==> src/rtl/fifo_pkg.sv <==
// Shared helpers for the distributed-RAM FIFO: depth legality check and
// pointer arithmetic helpers used by the top level.
package fifo_pkg;

  // True when v is a non-zero power of two; used to validate DEPTH at elaboration.
  function automatic bit is_pow2(input int unsigned v);
    return (v != 0) && ((v & (v - 1)) == 0);
  endfunction

  // Largest pointer width the helpers are expected to handle.
  localparam int unsigned PTR_W_MAX = 32;

endpackage

==> src/rtl/DistributedRAM.sv <==
// Dual-port distributed RAM: synchronous write on port A, asynchronous read on port B.
// Contents are never reset.
module DistributedRAM #(
  parameter int WIDTH = 32,
  parameter int DEPTH = 16,
  localparam int ADDR_WIDTH = $clog2(DEPTH)
) (
  input  logic                  clk,
  input  logic                  wea,
  input  logic [ADDR_WIDTH-1:0] addra,
  input  logic [WIDTH-1:0]      dina,
  input  logic [ADDR_WIDTH-1:0] addrb,
  output logic [WIDTH-1:0]      doutb
);

  logic [WIDTH-1:0] mem_q [DEPTH];

  // Port A write: one entry per rising edge when enabled.
  always_ff @(posedge clk) begin
    if (wea) mem_q[addra] <= dina;
  end

  // Port B read: combinational, zero latency.
  assign doutb = mem_q[addrb];

endmodule

==> src/rtl/dist_ram_fifo.sv <==
// First-word-fall-through FIFO on a distributed RAM.
// Handshake: a transfer happens on a rising edge where valid && ready are both 1;
// in_ready depends only on state (no pass-through from out_ready), and out_data
// stays stable while out_valid && !out_ready because rd_ptr does not move.
module dist_ram_fifo
  import fifo_pkg::*;
#(
  parameter int WIDTH = 32,
  parameter int DEPTH = 16,
  localparam int ADDR_WIDTH = $clog2(DEPTH),
  localparam int CNT_WIDTH  = ADDR_WIDTH + 1
) (
  input  logic                 clk,
  input  logic                 resetn,
  input  logic                 flush,
  input  logic                 in_valid,
  input  logic [WIDTH-1:0]     in_data,
  output logic                 in_ready,
  output logic                 out_valid,
  output logic [WIDTH-1:0]     out_data,
  input  logic                 out_ready,
  output logic [CNT_WIDTH-1:0] count
);

  // Pointer: MSB is the wrap bit, low ADDR_WIDTH bits index the RAM.
  typedef logic [CNT_WIDTH-1:0] ptr_t;

  if (DEPTH < 2 || !is_pow2(DEPTH)) begin : g_depth_check
    $error("dist_ram_fifo: DEPTH must be a power of two and at least 2");
  end

  ptr_t wr_ptr_q, wr_ptr_d;
  ptr_t rd_ptr_q, rd_ptr_d;
  logic empty, full, push, pop;

  // Status flags are pure functions of the pointer state.
  assign empty     = (wr_ptr_q == rd_ptr_q);
  assign full      = (wr_ptr_q[ADDR_WIDTH-1:0] == rd_ptr_q[ADDR_WIDTH-1:0]) &&
                     (wr_ptr_q[CNT_WIDTH-1] != rd_ptr_q[CNT_WIDTH-1]);
  assign count     = wr_ptr_q - rd_ptr_q;
  assign in_ready  = !full;
  assign out_valid = !empty;
  assign push      = in_valid && in_ready;
  assign pop       = out_valid && out_ready;

  // Next pointers: flush wins over both handshakes.
  always_comb begin
    wr_ptr_d = wr_ptr_q;
    rd_ptr_d = rd_ptr_q;
    if (flush) begin
      wr_ptr_d = '0;
      rd_ptr_d = '0;
    end else begin
      if (push) wr_ptr_d = wr_ptr_q + ptr_t'(1);
      if (pop)  rd_ptr_d = rd_ptr_q + ptr_t'(1);
    end
  end

  // Pointer registers with asynchronous clear.
  always_ff @(posedge clk or negedge resetn) begin
    if (!resetn) begin
      wr_ptr_q <= '0;
      rd_ptr_q <= '0;
    end else begin
      wr_ptr_q <= wr_ptr_d;
      rd_ptr_q <= rd_ptr_d;
    end
  end

  // A write during flush lands in RAM but is discarded with the pointers.
  DistributedRAM #(
    .WIDTH (WIDTH),
    .DEPTH (DEPTH)
  ) u_ram (
    .clk   (clk),
    .wea   (push),
    .addra (wr_ptr_q[ADDR_WIDTH-1:0]),
    .dina  (in_data),
    .addrb (rd_ptr_q[ADDR_WIDTH-1:0]),
    .doutb (out_data)
  );

  // Occupancy never exceeds DEPTH.
  a_count_bound: assert property (@(posedge clk) disable iff (!resetn)
    count <= ptr_t'(DEPTH));

  // No write is ever accepted while full.
  a_no_push_full: assert property (@(posedge clk) disable iff (!resetn)
    !(in_valid && in_ready && full));

endmodule

==> config.mk <==
export PLATFORM = sky130hd
export DESIGN_NAME = dist_ram_fifo
export DESIGN_NICKNAME = d
export VERILOG_FILES = /design/src/rtl/fifo_pkg.sv /design/src/rtl/DistributedRAM.sv /design/src/rtl/dist_ram_fifo.sv
export SDC_FILE = /design/constraint.sdc
export NUM_CORES = 1
export LEC_CHECK = 0
export CORE_MARGIN = 2
export CORE_UTILIZATION = 35
export DETAILED_ROUTE_END_ITERATION = 10
export GPL_ROUTABILITY_DRIVEN = 0
export HOLD_SLACK_MARGIN = 0.03
export PLACE_DENSITY = 0.5
export SLEW_MARGIN = 40
export SYNTH_ARGS = -nofsm -noshare
export SYNTH_HDL_FRONTEND = slang
export SYNTH_SLANG_ARGS = --single-unit
==> constraint.sdc <==
create_clock -name clk -period 10.3 [get_ports clk]
set_clock_uncertainty 0.05 [all_clocks]
set_input_delay 2.06 -clock clk [delete_from_list [all_inputs] [get_ports clk]]
set_output_delay 2.06 -clock clk [all_outputs]
set_load 0.1 [all_outputs]
==> results.toml <==
[pwr]
power_leakage_uw = 0.00742
p_sw_share_pct = 28.1
combPwrFrac_pct = 17.5
p_seq_share_pct = 46.6
internal-power_uw = 3680
p_switching_uw = 1440
power_per_cell_area_nw_per_um2 = 218
peakVddDrop_mv = 0.126
clockPowerShare_pct = 35.9

[logic_synthesis]
syn-instance-count = 945
synth-edff-count = 512
synthesis.area_um2 = 20300
synthArstFlopShare_pct = 1.92
yosysTopAreaCell = "edfxtp_1"
synth_top_area_share_pct = 75.6
synth_top_flop_cell = "edfxtp_1"
yosys_warnings = 0
synthDistinctLibCells = 38
synth_nets = 992
ys_seq_elements = 522
syn_avg_cell_area_um2 = 21.5
synth-seq-area-share_pct = 76.8
yosys-top-cells-area = "edfxtp_1 76%, mux4_2 11%, mux2i_1 4.8%, a32oi_1 1.4%, dfrtp_1 1.2%"

[routing]
top_layer_used = "met5"
drt.antenna.violating_nets = 0
drt_iter0_drc = 687
met3_length_mm = 1.84
wl_met2_mm = 24.1
vias = 9726
firstDrtPassIters = 4
wl_met1_mm = 22.1
wl_mm = 48.9
viasPerCell = 5.23
wire_per_inst_um = 26.3
drc = 0

[sta]
rsz0062_at_grt = "no"
worst-slew-pin-transition_ns = 0.762
period_share_pct = 56.1
slew_violations = 0
hold_violations = 0
min_period_ns = 5.78
worst_hold_slack_ns = 0.611
fmax_mhz = 173
max_slew_margin_pct = 49.2
setup_viol = 0
final.setup.tns_ns = 0

[cells_and_area]
layout_common_cells = "512 x edfxtp_1, 98 x mux2i_1, 96 x mux4_2"
nets = 1096
syn_to_final_growth_pct = 15.7
drive_above_1_share_pct = 24.3
fin_cells = 1859
final_common_cell = "edfxtp_1"

[worst_setup_path]
worstSetupStartpointType = "flip-flop"
crit_slowest_cell = "dfrtp_4"
crit_chain = "buf_12, buf_16, mux4_2, a32oi_1, o21ai_1, buf_2"
path_buf_inv = 3
r2r_cells = 7
timing.critical_path.arrival_ns = 3.67
criticalPathCategory = "reg -> out"
path_max_fanout = 67
path_depth = 6
cp-end-kind = "primary output"
worstPathRequired_ns = 8.19
crit_family = "buffers and inverters"
crit_path_max_incr_delay_ns = 0.78

[cts]
cts_tree = "done"
clock_sinks = 522
path_clk_slew_ns = 0.07
cts_root_buffer = "clkbuf_16"
clk_latency_ns = 0.59
h-tree-depth = 2
cts_hold_buffers = 0
clock_path_buffers = 3
numCtsBuffers = 53
ctsResizeCount = 0
post-cts-setup-buffer-count = 0

[global_routing]
grt_usage_pct = 16.5
grt_pass1_vias = 10200
grt_max_degree = 68
antenna_found_initial = 2
grt_overflow = 0
grt_pass1_wl_mm = 71.1

[die]
rows = 88
start_util_pct = 35.3
ioPinCount = 76
die_h_um = 245
die_w_um = 245
fp.coreArea_um2 = 57600
fp.dieArea_um2 = 60100

[outcome]
status = "completed"

[placement]
hpwlAfterDp_mm = 23.3
dp.cells = 1759
portBuffers = 75

[run]
drv_cap = 0

[worst_hold_path]
whs_path_depth = 2
hold_class = "reg -> reg"
registers in the layout (all words and copies together) (netlist names):
register	flops
u_ram.mem_q	512
wr_ptr_q	5
rd_ptr_q	5
power groups by stage:
stage	Clock (µW)	Sequential [µW]	Combinational [µW]
finish	1840	2390	897
global route	1960	2390	949
CTS	1880	2390	912
detailed placement	0	2430	911
global placement	0	2440	931
floorplan	0	2410	741
worst register-to-register path, stage by stage, from the launching register on:
cell and delay [ns]:
dfrtp_4 0.87, inv_1 0.19, ha_1 0.40, nand4_2 0.26
o21ai_4 0.16, nor3b_1 0.36, and2_2 0.71, buf_4 0.50
metal layers:
metal	GRT usage (%)	up-vias
li1	-	4202
met1	22.8	5282
met2	27.0	177
met3	2.53	63
met4	4.70	2
met5	0	-
worst paths after layout:
check                             from                 end  slack (ns)
max                        rd_ptr_q[0]        out_data[17]        4.52
max reg2reg                rd_ptr_q[2]  u_ram.mem_q[7][15]        6.43
min                        rd_ptr_q[4]         rd_ptr_q[4]        0.61
max in group asynchronous       resetn         rd_ptr_q[2]        8.09
min reg2reg                rd_ptr_q[4]         rd_ptr_q[4]        0.61
min in group asynchronous       resetn         wr_ptr_q[3]        1.74
through the flow:
step | utilization [%] | total power (µW) | setup WS, ns | instance area [µm²]
2_1_floorplan | - | 3160 | 4.18 | 20300
3_3_place_gp | 38.2 | 3380 | 4.11 | 22000
3_5_place_dp | 38.0 | 3350 | 5.06 | 21900
4_1_cts | 40.9 | 5180 | 4.41 | 23500
5_1_grt | 40.9 | 5300 | 4.26 | 23500
6_report | 40.9 | 5120 | 4.52 | 23500
kinds of logic after synthesis:
kind of cell             count (synthesis)  share of synthesized area (%)
AO/OA/AOI/OAI                          109                           3.84
XOR/XNOR                                12                          0.591
adder cells (fa/ha/maj)                 10                          0.652
buffers and inverters                   61                           1.57
flip-flops                             522                           76.8
multiplexers                           194                           15.5
AND/OR/NAND/NOR                         37                           1.08
layout make-up:
| type | instances | area (µm²) |
|---|---|---|
| diodes | 1 | 2.50 |
| clock buffers | 67 | 1380 |
| clock inverters | 32 | 260 |
| fillers | 5070 | 34100 |
| inverters | 8 | 32.5 |
| multi-input cells | 362 | 4450 |
| flip-flops and latches | 522 | 15600 |
| well taps | 765 | 957 |
| repair buffers | 102 | 811 |
synth_stat cells, types with 3 or more instances:
cell        n
a21oi_1     3
a22oi_1    32
a32oi_1    32
and2_1      9
and3_1      5
buf_2      18
buf_4       6
buf_6       6
clkbuf_1   22
dfrtp_1    10
edfxtp_1  512
ha_1        9
inv_1       7
mux2i_1    98
mux4_2     96
nor2_1     11
nor4b_1     4
o21ai_1    32
xnor2_1     5
xor2_1      5
(Power assumes the default switching activity.)
